### src/rtl/apu_pkg.sv
// Shared definitions for the multi-voice audio unit: waveform encodings,
// sample width and the noise LFSR polynomial.
package apu_pkg;

  typedef enum logic [1:0] {
    MODE_SAW      = 2'b00,
    MODE_SQUARE   = 2'b01,
    MODE_TRIANGLE = 2'b10,
    MODE_NOISE    = 2'b11
  } wave_mode_e;

  localparam int SAMPLE_BITS = 8;
  localparam int LFSR_BITS   = 13;

  // Feedback taps 12, 8, 2, 0; XNOR feedback so the all-ones state is the lockup.
  localparam logic [LFSR_BITS-1:0] LFSR_TAPS         = 13'b1_0001_0000_0101;
  localparam logic [LFSR_BITS-1:0] LFSR_DEFAULT_SEED = 13'h0E1F;

  function automatic logic [LFSR_BITS-1:0] lfsr_next(input logic [LFSR_BITS-1:0] s);
    logic fb;
    fb = ~(^(s & LFSR_TAPS));
    return {s[LFSR_BITS-2:0], fb};
  endfunction

endpackage

### src/rtl/apu_voice.sv
// One tone voice: period divider, 8-bit phase, decaying envelope,
// waveform shaping and envelope scaling into a registered sample.
module apu_voice
  import apu_pkg::*;
#(
  parameter int ENV_BITS    = 5,
  parameter int PERIOD_BITS = 16
) (
  input  logic                   clk,
  input  logic                   reset,
  input  logic                   frame_tick,
  input  logic                   trigger,
  input  logic                   cfg_we,
  input  wave_mode_e             cfg_mode,
  input  logic [PERIOD_BITS-1:0] cfg_period,
  input  logic [SAMPLE_BITS-1:0] noise_in,
  output logic                   busy,
  output logic [SAMPLE_BITS-1:0] sample
);

  localparam logic [ENV_BITS-1:0]    ENV_FULL   = '1;
  localparam logic [ENV_BITS-1:0]    ENV_ONE    = ENV_BITS'(1);
  localparam logic [PERIOD_BITS-1:0] PERIOD_ONE = PERIOD_BITS'(1);
  localparam logic [SAMPLE_BITS-1:0] PHASE_ONE  = SAMPLE_BITS'(1);
  localparam int                     PROD_BITS  = SAMPLE_BITS + ENV_BITS;

  wave_mode_e             mode;
  logic [PERIOD_BITS-1:0] period_q;
  logic [PERIOD_BITS-1:0] period_pend;
  logic [PERIOD_BITS-1:0] pend_eff;
  logic [PERIOD_BITS-1:0] div;
  logic [SAMPLE_BITS-1:0] phase;
  logic [SAMPLE_BITS-1:0] noise_q;
  logic [ENV_BITS-1:0]    env;
  logic [SAMPLE_BITS-1:0] raw;
  logic [PROD_BITS-1:0]   product;

  // A write in the same cycle as a reload is the period that reload picks up.
  always_comb begin
    pend_eff = period_pend;
    if (cfg_we) begin
      pend_eff = cfg_period;
    end
  end

  always_ff @(posedge clk or posedge reset) begin
    if (reset) begin
      mode        <= MODE_SAW;
      period_q    <= '0;
      period_pend <= '0;
      div         <= '0;
      phase       <= '0;
      noise_q     <= '0;
    end else begin
      if (cfg_we) begin
        mode        <= cfg_mode;
        period_pend <= cfg_period;
      end
      // A stopped voice (period 0) has no reload to wait for, so it starts at once.
      if (period_q == '0) begin
        period_q <= pend_eff;
      end else if (div == '0) begin
        period_q <= pend_eff;
        div      <= (pend_eff == '0) ? '0 : pend_eff - PERIOD_ONE;
        phase    <= phase + PHASE_ONE;
        noise_q  <= noise_in;
      end else begin
        div <= div - PERIOD_ONE;
      end
    end
  end

  // Trigger wins over a coincident frame tick.
  always_ff @(posedge clk or posedge reset) begin
    if (reset) begin
      env <= '0;
    end else if (trigger) begin
      env <= ENV_FULL;
    end else if (frame_tick && (env != '0)) begin
      env <= env - ENV_ONE;
    end
  end

  always_comb begin
    raw = '0;
    case (mode)
      MODE_SAW:      raw = phase;
      MODE_SQUARE:   raw = {SAMPLE_BITS{phase[SAMPLE_BITS-1]}};
      MODE_TRIANGLE: raw = phase[SAMPLE_BITS-1] ? ~{phase[SAMPLE_BITS-2:0], 1'b0}
                                                :  {phase[SAMPLE_BITS-2:0], 1'b0};
      MODE_NOISE:    raw = noise_q;
      default:       raw = '0;
    endcase
    if (period_q == '0) begin
      raw = '0;
    end
  end

  always_comb begin
    product = {{ENV_BITS{1'b0}}, raw} * {{SAMPLE_BITS{1'b0}}, env};
  end

  always_ff @(posedge clk or posedge reset) begin
    if (reset) begin
      sample <= '0;
    end else begin
      sample <= product[ENV_BITS +: SAMPLE_BITS];
    end
  end

  assign busy = (env != '0);

endmodule

### src/rtl/multi_voice_apu.sv
// Multi-voice audio unit: NUM_VOICES tone voices sharing a noise LFSR,
// summed into an unsigned mix and rendered as a 1-bit PWM output.
module multi_voice_apu
  import apu_pkg::*;
#(
  parameter int                    NUM_VOICES  = 4,
  parameter int                    ENV_BITS    = 5,
  parameter int                    PERIOD_BITS = 16,
  parameter logic [LFSR_BITS-1:0]  LFSR_SEED   = LFSR_DEFAULT_SEED
) (
  input  logic                   clk,
  input  logic                   reset,
  input  logic                   frame_tick,
  input  logic [NUM_VOICES-1:0]  trigger,
  input  logic                   cfg_we,
  input  logic [2:0]             cfg_voice,
  input  logic [1:0]             cfg_mode,
  input  logic [PERIOD_BITS-1:0] cfg_period,
  output logic [NUM_VOICES-1:0]  busy,
  output logic                   sound
);

  localparam int                  MIX_BITS = SAMPLE_BITS + $clog2(NUM_VOICES);
  localparam logic [MIX_BITS-1:0] CNT_ONE  = MIX_BITS'(1);

  logic [LFSR_BITS-1:0]   lfsr;
  logic [SAMPLE_BITS-1:0] samples [NUM_VOICES];
  logic [MIX_BITS-1:0]    mix_sum;
  logic [MIX_BITS-1:0]    mix;
  logic [MIX_BITS-1:0]    pwm_cnt;
  logic [MIX_BITS-1:0]    pwm_level;

  always_ff @(posedge clk or posedge reset) begin
    if (reset) begin
      lfsr <= LFSR_SEED;
    end else begin
      lfsr <= lfsr_next(lfsr);
    end
  end

  // Writes addressed past the last voice match no generate index and are dropped.
  for (genvar i = 0; i < NUM_VOICES; i++) begin : g_voice
    localparam logic [2:0] VIDX = 3'(i);
    logic voice_we;

    assign voice_we = cfg_we && (cfg_voice == VIDX);

    apu_voice #(
      .ENV_BITS    (ENV_BITS),
      .PERIOD_BITS (PERIOD_BITS)
    ) u_voice (
      .clk        (clk),
      .reset      (reset),
      .frame_tick (frame_tick),
      .trigger    (trigger[i]),
      .cfg_we     (voice_we),
      .cfg_mode   (wave_mode_e'(cfg_mode)),
      .cfg_period (cfg_period),
      .noise_in   (lfsr[SAMPLE_BITS-1:0]),
      .busy       (busy[i]),
      .sample     (samples[i])
    );
  end

  always_comb begin
    mix_sum = '0;
    for (int i = 0; i < NUM_VOICES; i++) begin
      mix_sum = mix_sum + MIX_BITS'(samples[i]);
    end
  end

  // The level only changes at counter wrap so each PWM period is glitch-free.
  always_ff @(posedge clk or posedge reset) begin
    if (reset) begin
      mix       <= '0;
      pwm_cnt   <= '0;
      pwm_level <= '0;
      sound     <= 1'b0;
    end else begin
      mix     <= mix_sum;
      pwm_cnt <= pwm_cnt + CNT_ONE;
      if (pwm_cnt == '0) begin
        pwm_level <= mix;
      end
      sound <= (pwm_cnt < pwm_level);
    end
  end

endmodule

### config.mk
export PLATFORM = sky130hd
export DESIGN_NAME = multi_voice_apu
export DESIGN_NICKNAME = d
export VERILOG_FILES = /design/src/rtl/apu_pkg.sv /design/src/rtl/apu_voice.sv /design/src/rtl/multi_voice_apu.sv
export SDC_FILE = /design/constraint.sdc
export NUM_CORES = 1
export LEC_CHECK = 0
export ABC_AREA = 1
export CAP_MARGIN = 5
export CORE_AREA = 4 4 337 306
export DETAILED_ROUTE_END_ITERATION = 10
export DIE_AREA = 0 0 341 310
export HOLD_SLACK_MARGIN = 0.06
export PLACE_DENSITY = 0.4
export SLEW_MARGIN = 25
export SYNTH_ARGS = -nofsm -noshare
export SYNTH_HDL_FRONTEND = slang
export SYNTH_SLANG_ARGS = --single-unit
### constraint.sdc
create_clock -name clk -period 28.6 [get_ports clk]
set_clock_uncertainty 0.05 [all_clocks]
set_input_delay 2.86 -clock clk [delete_from_list [all_inputs] [get_ports clk]]
set_output_delay 2.86 -clock clk [all_outputs]
set_load 0.01 [all_outputs]
==> impl_metrics.env <==
export IMPL_root_buffer="clkbuf_16"
export IMPL_grt_usage=0.137
export IMPL_initial_utilization=0.249
export IMPL_p_leak_uw=0.0139
export IMPL_period_minus_slack_ns=5.59
export IMPL_area_growth_pct=13.2
export IMPL_htreeDepth=2
export IMPL_grt_util_met1=0.207
export IMPL_critPathRequiredTime_ns=29.02
export IMPL_rows=110
export IMPL_ys_seq_area_frac=0.364
export IMPL_cts_tree="done"
export IMPL_path_clk_slew_ns=0.06
export IMPL_ys_ff_latch=360
export IMPL_syn_mean_instance_area_sq_um=7.53
export IMPL_setup_viol=0
export IMPL_post_place_ws_ns=22.38
export IMPL_swShare=0.400
export IMPL_grt_pass1_vias=20200
export IMPL_post_cts_resized=0
export IMPL_startpoint="cfg_voice[0]"
export IMPL_power_density_nw_per_um2=73.9
export IMPL_critPathKind="primary input to register"
export IMPL_met2_usage=0.208
export IMPL_power_frac_comb=0.423
export IMPL_clk_latency_ns=0.60
export IMPL_syn_inst=3287
export IMPL_drtIter0Drc=1249
export IMPL_gr_max_usage_layer="met2"
export IMPL_synth_fp_nets=3520
export IMPL_power_switching_uw=827
export IMPL_grt_pass1_wl_um=116000
export IMPL_num_vias=20300
export IMPL_grt_ovfl_total=0
export IMPL_place_congestion=0.809
export IMPL_synth_common_cells="nand2_1 (762), inv_1 (495), nor2_1 (438), dfrtp_1 (352), nand3_1 (218)"
export IMPL_grt_start_max_net_pins=138
export IMPL_arrival_ns=6.01
export IMPL_tightestPinTransition_ns=0.913
export IMPL_cts_setup_buffers=0
export IMPL_whs_ns=0.312
export IMPL_finalWirelength_um=71100
export IMPL_hp_class="register to register"
export IMPL_nets=3539
export IMPL_die_w_um=341
export IMPL_status="finished, final reports clean"
export IMPL_grt_antenna_before_repair=1
export IMPL_ir_drop_mv=0.0632
export IMPL_routed_via_density=4.33
export IMPL_cts_sinks=360
export IMPL_use_met3=0.0171
export IMPL_yosys_warnings=0
export IMPL_cts_buffer_depth=3
export IMPL_slew_headroom=0.391
export IMPL_seq_power_share=0.292
export IMPL_grt_setup_unrepaired="no"
export IMPL_wire_per_inst_um=15.2
export IMPL_antenna_left=0
export IMPL_synth_ff_type="dfrtp_1"
export IMPL_numCtsBuffers=47
export IMPL_firstDrtPassIters=6
export IMPL_core_sq_um=99500
export IMPL_io_pins=34
export IMPL_port_buffers=33
export IMPL_layout_drive_gt1_share=0.0604
export IMPL_rr_startpoint="g_voice[2].u_voice.period_q[13]"
export IMPL_synth_top_area_cell="dfrtp_1"
export IMPL_yosysMostFrequentCell="nand2_1"
export IMPL_internal_power_uw=1240
export IMPL_finalHoldViolations=0
export IMPL_ys_async_sr_fraction=1.00
export IMPL_fmax_ghz=0.179
export IMPL_fin_ws_ns=23.01
export IMPL_ys_types=54
export IMPL_hold_start="lfsr[9]"
export IMPL_end_kind="register"
export IMPL_synth_area_sq_um=24800
export IMPL_clock_power_share=0.285
export IMPL_die_area_sq_um=106000
export IMPL_insertedDiodeCount=0
export IMPL_yosys_top_cells_area="dfrtp_1 (36%), nand2_1 (12%), inv_1 (7.5%)"
export IMPL_synth_top_cell_area_share=0.356
export IMPL_tns_ns=0
export IMPL_period_share=0.195
export IMPL_die_h_um=310
export IMPL_crit_fanout=38
export IMPL_synth_edff_count=0
export IMPL_drc=0
export IMPL_cp_start_kind="primary input"
export IMPL_cts_hold_buf=0
export IMPL_dp_hpwl_um=53400
export IMPL_maxCapViolations=0
export IMPL_slew_viol_final=0
[cell usage in the layout (no fill, tap or decap), types with 48 or more instances in the layout]
master / Yosys / routed
ha_1: 120 / 120
xor2_1: 94 / 94
nand3_1: 218 / 218
a21oi_1: 163 / 163
fa_1: 84 / 84
nand2_1: 762 / 762
dfrtp_1: 352 / 352
o21ai_0: 141 / 141
nor2_1: 438 / 437
nand4_1: 60 / 60
inv_1: 495 / 494
clkbuf_16: 0 / 48
[flip-flops by register name (all words and copies together) (netlist names)]
register / cells
g_voice.u_voice.div: 64
g_voice.u_voice.env: 20
g_voice.u_voice.mode: 8
g_voice.u_voice.noise_q: 32
g_voice.u_voice.period_pend: 64
g_voice.u_voice.period_q: 64
g_voice.u_voice.phase: 32
g_voice.u_voice.sample: 32
lfsr: 13
mix: 10
pwm_cnt: 10
pwm_level: 10
sound: 1
[metal layers]
layer	up-vias	share of wire
li1	10400	-
met1	9517	0.53
met3	73	0.033
met4	0	0.017
met2	276	0.42
met5	-	0
[logic make-up (layout without fill, tap and decap cells)]
| kind of cell | count (synthesis) | in the layout | synth area share |
|---|---|---|---|
| and+or+nand+nor | 1611 | 1611 | 0.280 |
| DFF | 360 | 360 | 0.364 |
| AOI/OAI and AO/OA | 410 | 410 | 0.0924 |
| adders and majority gates | 204 | 204 | 0.129 |
| xor gates and xnor gates | 116 | 116 | 0.0410 |
| buffers and inverters | 586 | 643 | 0.0939 |
[power groups by stage]
stage,clock (uW),combinational [uW],sequential (uW)
floorplan,0,675,598
global placement,0,892,615
detailed placement,0,883,614
CTS,614,894,606
global route,633,1050,612
finish,589,876,605
[final timing paths]
path                            cells past startpoint  slack [ns]                           end
worst max-delay path                               12       23.01    g_voice[0].u_voice.div[11]
worst max register to register                     20       23.32  g_voice[2].u_voice.sample[4]
worst min-delay path                                0        0.31                      lfsr[10]
min in group asynchronous                           2        2.68                    pwm_cnt[8]
worst min register to register                      0        0.31                      lfsr[10]
max in group asynchronous                           4       23.84     g_voice[0].u_voice.div[5]
[area by class of cell]
class,instances,area (sq um)
Fill cell,10900,71500
Timing Repair Buffer,43,438
Inverter,513,1930
Sequential cell,360,9020
Clock buffer,73,1420
Tap cell,1344,1680
Multi-Input combinational cell,2341,13400
Clock inverter,14,121
[critical path: stages]
cell and delay, ns:
clkdlybuf4s50_1 0.53, nor2_2 0.30, nand3_2 0.69, o21ai_4 0.50, ha_1 0.31, nand3_1 0.16
inv_1 0.14, nand3_2 0.10, nor2_4 0.14, nand4_4 0.11, nand3b_1 0.11, nand2_1 0.05
[per-stage QoR]
stage	util	std cells	cell area, sq um	power [uW]
2_1_floorplan	-	3287	24800	1270
3_3_place_gp	0.266	4600	26500	1510
3_5_place_dp	0.266	4600	26500	1500
4_1_cts	0.281	4687	28000	2110
5_1_grt	0.282	4688	28000	2300
6_report	0.282	4688	28000	2070
(Power assumes the default switching activity.)
